## src/rtl/alu_cmd_issuer.sv

```systemverilog
// rtl/alu_cmd_issuer.sv - queued command issuer for the combinational ALU
module alu_cmd_issuer #(
    parameter int WIDTH = 32,
    parameter int OPW   = 3,
    parameter int DEPTH = 4,
    parameter int TAGW  = 4
) (
    input  logic             clk,
    input  logic             rst,
    input  logic             cmd_valid,
    output logic             cmd_ready,
    input  logic [WIDTH-1:0] cmd_a,
    input  logic [WIDTH-1:0] cmd_b,
    input  logic [OPW-1:0]   cmd_oper,
    output logic [WIDTH-1:0] alu_a,
    output logic [WIDTH-1:0] alu_b,
    output logic [OPW-1:0]   alu_oper,
    input  logic [WIDTH-1:0] alu_y,
    output logic             rsp_valid,
    input  logic             rsp_ready,
    output logic [WIDTH-1:0] rsp_y,
    output logic [OPW-1:0]   rsp_oper,
    output logic [TAGW-1:0]  rsp_tag
);
    localparam int AW = $clog2(DEPTH);
    localparam logic [AW:0] FULL_COUNT = (AW+1)'(DEPTH);

    typedef enum logic [1:0] {
        IDLE = 2'd0,
        WAIT = 2'd1,
        RESP = 2'd2
    } state_t;

    state_t state;
    state_t state_nxt;

    logic [WIDTH-1:0] fifo_a    [DEPTH];
    logic [WIDTH-1:0] fifo_b    [DEPTH];
    logic [OPW-1:0]   fifo_oper [DEPTH];
    logic [TAGW-1:0]  fifo_tag  [DEPTH];

    logic [AW-1:0]   wr_ptr;
    logic [AW-1:0]   rd_ptr;
    logic [AW:0]     count;
    logic [TAGW-1:0] tag_cnt;
    logic [TAGW-1:0] cur_tag;

    logic full;
    logic empty;
    logic push;
    logic pop;
    logic capture;

    // Occupancy flags come only from the registered count, so a same-cycle pop never frees a slot early
    assign full      = (count == FULL_COUNT);
    assign empty     = (count == '0);
    assign cmd_ready = !full;
    assign push      = cmd_valid && !full;

    // Command storage; entries need no reset because pointers and count define validity
    always_ff @(posedge clk) begin
        if (push) begin
            fifo_a[wr_ptr]    <= cmd_a;
            fifo_b[wr_ptr]    <= cmd_b;
            fifo_oper[wr_ptr] <= cmd_oper;
            fifo_tag[wr_ptr]  <= tag_cnt;
        end
    end

    // FIFO pointers, occupancy and the acceptance tag counter
    always_ff @(posedge clk or posedge rst) begin
        if (rst) begin
            wr_ptr  <= '0;
            rd_ptr  <= '0;
            count   <= '0;
            tag_cnt <= '0;
        end else begin
            if (push) begin
                wr_ptr  <= wr_ptr + 1'b1;
                tag_cnt <= tag_cnt + 1'b1;
            end
            if (pop) begin
                rd_ptr <= rd_ptr + 1'b1;
            end
            case ({push, pop})
                2'b10:   count <= count + 1'b1;
                2'b01:   count <= count - 1'b1;
                default: count <= count;
            endcase
        end
    end

    // FSM state register
    always_ff @(posedge clk or posedge rst) begin
        if (rst) begin
            state <= IDLE;
        end else begin
            state <= state_nxt;
        end
    end

    // Next state plus pop/capture strobes; a handshake in RESP may immediately issue the next command
    always_comb begin
        state_nxt = state;
        pop       = 1'b0;
        capture   = 1'b0;
        case (state)
            IDLE: begin
                if (!empty) begin
                    pop       = 1'b1;
                    state_nxt = WAIT;
                end
            end
            WAIT: begin
                capture   = 1'b1;
                state_nxt = RESP;
            end
            RESP: begin
                if (rsp_ready) begin
                    if (!empty) begin
                        pop       = 1'b1;
                        state_nxt = WAIT;
                    end else begin
                        state_nxt = IDLE;
                    end
                end
            end
            default: state_nxt = IDLE;
        endcase
    end

    // ALU operand registers hold the last issued command while idle
    always_ff @(posedge clk or posedge rst) begin
        if (rst) begin
            alu_a    <= '0;
            alu_b    <= '0;
            alu_oper <= '0;
            cur_tag  <= '0;
        end else if (pop) begin
            alu_a    <= fifo_a[rd_ptr];
            alu_b    <= fifo_b[rd_ptr];
            alu_oper <= fifo_oper[rd_ptr];
            cur_tag  <= fifo_tag[rd_ptr];
        end
    end

    // Response registers: load one cycle after issue, frozen until the consumer takes them
    always_ff @(posedge clk or posedge rst) begin
        if (rst) begin
            rsp_valid <= 1'b0;
            rsp_y     <= '0;
            rsp_oper  <= '0;
            rsp_tag   <= '0;
        end else if (capture) begin
            rsp_valid <= 1'b1;
            rsp_y     <= alu_y;
            rsp_oper  <= alu_oper;
            rsp_tag   <= cur_tag;
        end else if (rsp_valid && rsp_ready) begin
            rsp_valid <= 1'b0;
        end
    end
endmodule

```

## config.mk

```make
export PLATFORM = sky130hd
export DESIGN_NAME = alu_cmd_issuer
export DESIGN_NICKNAME = d
export VERILOG_FILES = /design/src/rtl/alu_cmd_issuer.sv
export SDC_FILE = /design/constraint.sdc
export NUM_CORES = 1
export LEC_CHECK = 0
export CORE_UTILIZATION = 44
export CTS_CLUSTER_DIAMETER = 40
export CTS_CLUSTER_SIZE = 20
export DETAILED_ROUTE_END_ITERATION = 8
export HOLD_SLACK_MARGIN = 0.12
export PLACE_DENSITY = 0.7
export SYNTH_ARGS = -nofsm -noshare
export SYNTH_HDL_FRONTEND = slang
export SYNTH_SLANG_ARGS = --single-unit
```

## constraint.sdc

```tcl
create_clock -name clk -period 8.53 [get_ports clk]
set_clock_uncertainty 0.05 [all_clocks]
set_input_delay 0.853 -clock clk [delete_from_list [all_inputs] [get_ports clk]]
set_output_delay 0.853 -clock clk [all_outputs]
set_load 0.005 [all_outputs]
```

==> flow_summary_export.csv <==
group,metric,value,unit
logic_synthesis,synth_top_area_share,0.565,
clock_tree,postCtsSetupRepairBufs,0,
power_and_ir_drop,ir_drop,0.233,mV
detailed_routing,drt_iter0_markers,380,
place,place_ws,5.13,ns
global_route,grtUsageTotal,0.166,
hold_path,hold_start,"cur_tag[1]",
sta,min_period,2.95,ns
sta,relSlewSlack,0.251,
clock_tree,htree_num_levels,2,
sta,setup_violations,0,
detailed_routing,drc,0,
finish,area_delta_synth_final,28.3,%
global_route,grt_max_degree,72,
floorplanning,die_w,187,um
floorplanning,num_rows,67,
clock_tree,cts_buffer_depth,3,
sta,finalCritPeriodShare,0.346,
logic_synthesis,synth_nets,854,
floorplanning,die_area,0.0351,mm2
global_route,grt_pass1_vias,7900,
detailed_routing,firstDrtPassIters,5,
place,globalplace.congestion,0.788,
power_and_ir_drop,power,7.37,mW
logic_synthesis,synth_area_per_cell,20.3,um2
finish,drive_above_1_share,0.244,
setup_path,cp.arrival,2.05,ns
clock_tree,cts_buffers,48,
setup_path,path_class,"reg -> out",
detailed_routing,wl_per_cell,19.4,um
detailed_routing,ant_nets,0,
sta,max_freq,339,MHz
setup_path,critPathMaxFanout,8,
setup_path,start_kind,"flop",
setup_path,rr_startpoint,"rd_ptr[0]",
hold_path,hp-class,"reg -> reg",
clock_tree,numClockSinks,408,
clock_tree,root_buffer,"clkbuf_16",
logic_synthesis,synth_cells,744,
clock_tree,clkTransAtPathRegs,0.06,ns
power_and_ir_drop,leakagePower,7.09,nW
place,dp_hpwl,16100,um
setup_path,end_kind,"primary output",
detailed_routing,num_vias,7433,
sta,fin_tns_setup,0,ns
logic_synthesis,synth-seq-cells,408,
sta,hold_viol,0,
sta,slew_violations,0,
global_route,antenna_found_initial,1,
detailed_routing,via_per_inst,5.06,
sta,worst_pin_slew,1.12,ns
outcome,outcome,"finished, final reports clean",
floorplanning,core_area,0.0336,mm2
logic_synthesis,synth_edf_count,284,
logic_synthesis,synth_area_leaders,"edfxtp_1 (56%), dfrtp_1 (21%), mux4_2 (10%)",
floorplanning,io_pins,211,
run,max-cap-violations,0,
detailed_routing,routed_wirelength,28400,um
logic_synthesis,yosys.cell_count.top_type,"edfxtp_1",
setup_path,critPathLaunch,"count[0]",
floorplanning,start_util,0.449,
setup_path,worstPathRequired,7.63,ns
sta,rsz0062_at_grt,"false",
global_route,grt_pass1_wl,44900,um
clock_tree,clk-insertion-delay-late,0.54,ns
finish,fill_cells,2499,
clock_tree,cts-resized-gates,0,
finish,final_nets,1091,
clock_tree,cts_tree,"built",
logic_synthesis,ys_warn_count,0,
logic_synthesis,yosysTopAreaCell,"edfxtp_1",
logic_synthesis,syn_area,0.0151,mm2
clock_tree,cts_hold_buf,0,
logic_synthesis,synth_common_cells,"edfxtp_1 (284), dfrtp_1 (124), nand2_1 (117), mux4_2 (68), mux2_2 (60)",
logic_synthesis,yosys_most_used_dff,"edfxtp_1",
global_route,overflow,0,
logic_synthesis,ys_seq_area_frac,0.770,
sta,setup_ws,5.58,ns
floorplanning,die_h,187,um
logic_synthesis,synthArstFlopShare,0.304,
power_and_ir_drop,powerDensity,380,mW/mm2
place,io_buffers,210,
logic_synthesis,synth.distinct_cells,28,
## path summary, 6_finish.rpt
| kind | endpoint | slack [ns] | cells after the start |
|---|---|---|---|
| min in group asynchronous | rsp_y[9] | 0.75 | 2 |
| worst max register to register | alu_oper[0] | 5.75 | 3 |
| worst max-delay path | cmd_ready | 5.58 | 2 |
| worst min-delay path | rsp_tag[1] | 0.42 | 2 |
| max in group asynchronous | rd_ptr[1] | 6.24 | 3 |
| worst min register to register | rsp_tag[1] | 0.42 | 2 |
## final cells by class
type,count,area (um2),share of cell area
flip-flops and latches,408,11600,0.601
multi-input cells,298,3260,0.168
repair buffers,221,2180,0.113
clock buffers,58,1350,0.0699
well taps,448,561,0.0289
clock inverters,30,353,0.0182
inverters,4,20.0,0.00103
diodes,1,2.50,0.000129
## registers in the layout (all words and copies together), names as in the netlist
name / cells
alu_a: 32
alu_b: 32
alu_oper: 3
count: 3
cur_tag: 4
fifo_a: 128
fifo_b: 128
fifo_oper: 12
fifo_tag: 16
rd_ptr: 2
rsp_oper: 3
rsp_tag: 4
rsp_valid: 1
rsp_y: 32
state: 2
tag_cnt: 4
wr_ptr: 2
## layer usage
layer,vias up,GRT usage,part of all wire
met1,3808,0.225,0.43
met5,-,0,0
met3,51,0.0411,0.067
met4,0,0.0470,0.017
li1,3340,-,-
met2,234,0.269,0.48
## report_power, final
group	switching (mW)	internal (mW)	total (mW)
Clock	0.832	1.29	2.12
Sequential	0.340	2.77	3.11
Combinational	0.867	1.28	2.14
Total	2.04	5.33	7.37
## cells in the final DEF (no fill, tap or decap), types with 2 or more instances in the layout
cell type / Yosys / final
edfxtp_1: 284 / 284
clkdlybuf4s50_1: 0 / 210
dfrtp_1: 124 / 122
nand2_1: 117 / 117
mux4_2: 68 / 68
mux2_2: 60 / 60
clkbuf_16: 0 / 52
mux2_4: 14 / 14
buf_4: 7 / 11
inv_8: 0 / 7
inv_6: 0 / 6
xnor2_1: 6 / 6
ha_1: 6 / 6
clkinv_2: 0 / 6
and3_4: 0 / 4
bufinv_16: 0 / 4
inv_1: 4 / 3
xor2_1: 3 / 3
mux4_1: 3 / 3
clkbuf_1: 9 / 3
clkbuf_8: 0 / 3
clkinv_4: 0 / 3
nor3_2: 1 / 2
nand2b_1: 2 / 2
nand3_1: 2 / 2
o21ai_0: 2 / 2
clkinv_8: 0 / 2
clkinvlp_4: 0 / 2
dfrtp_4: 0 / 2
## worst max-delay path, cell delays in order, from the launching register on
cell	delay, ns
dfrtp_1	0.44
or3b_1	0.53
clkdlybuf4s50_1	0.55
## logic make-up after synthesis
| logic type | share of synthesized area |
|---|---|
| buf+inv | 0.0157 |
| xor+xnor | 0.00522 |
| compound gates | 0.000663 |
| mux | 0.165 |
| flops | 0.770 |
| simple gates | 0.0366 |
| fa+ha+maj | 0.00630 |
## stage by stage
step           cells   util  hold WS, ns  cell area, um2
2_1_floorplan    744      -        0.385           15100
3_3_place_gp    1379  0.525        0.404           17700
3_5_place_dp    1379  0.525        0.412           17700
4_1_cts         1467  0.576        0.427           19400
5_1_grt         1468  0.576        0.441           19400
6_report        1468  0.576        0.420           19400
Note: power is estimated with default switching activity, not from simulation.
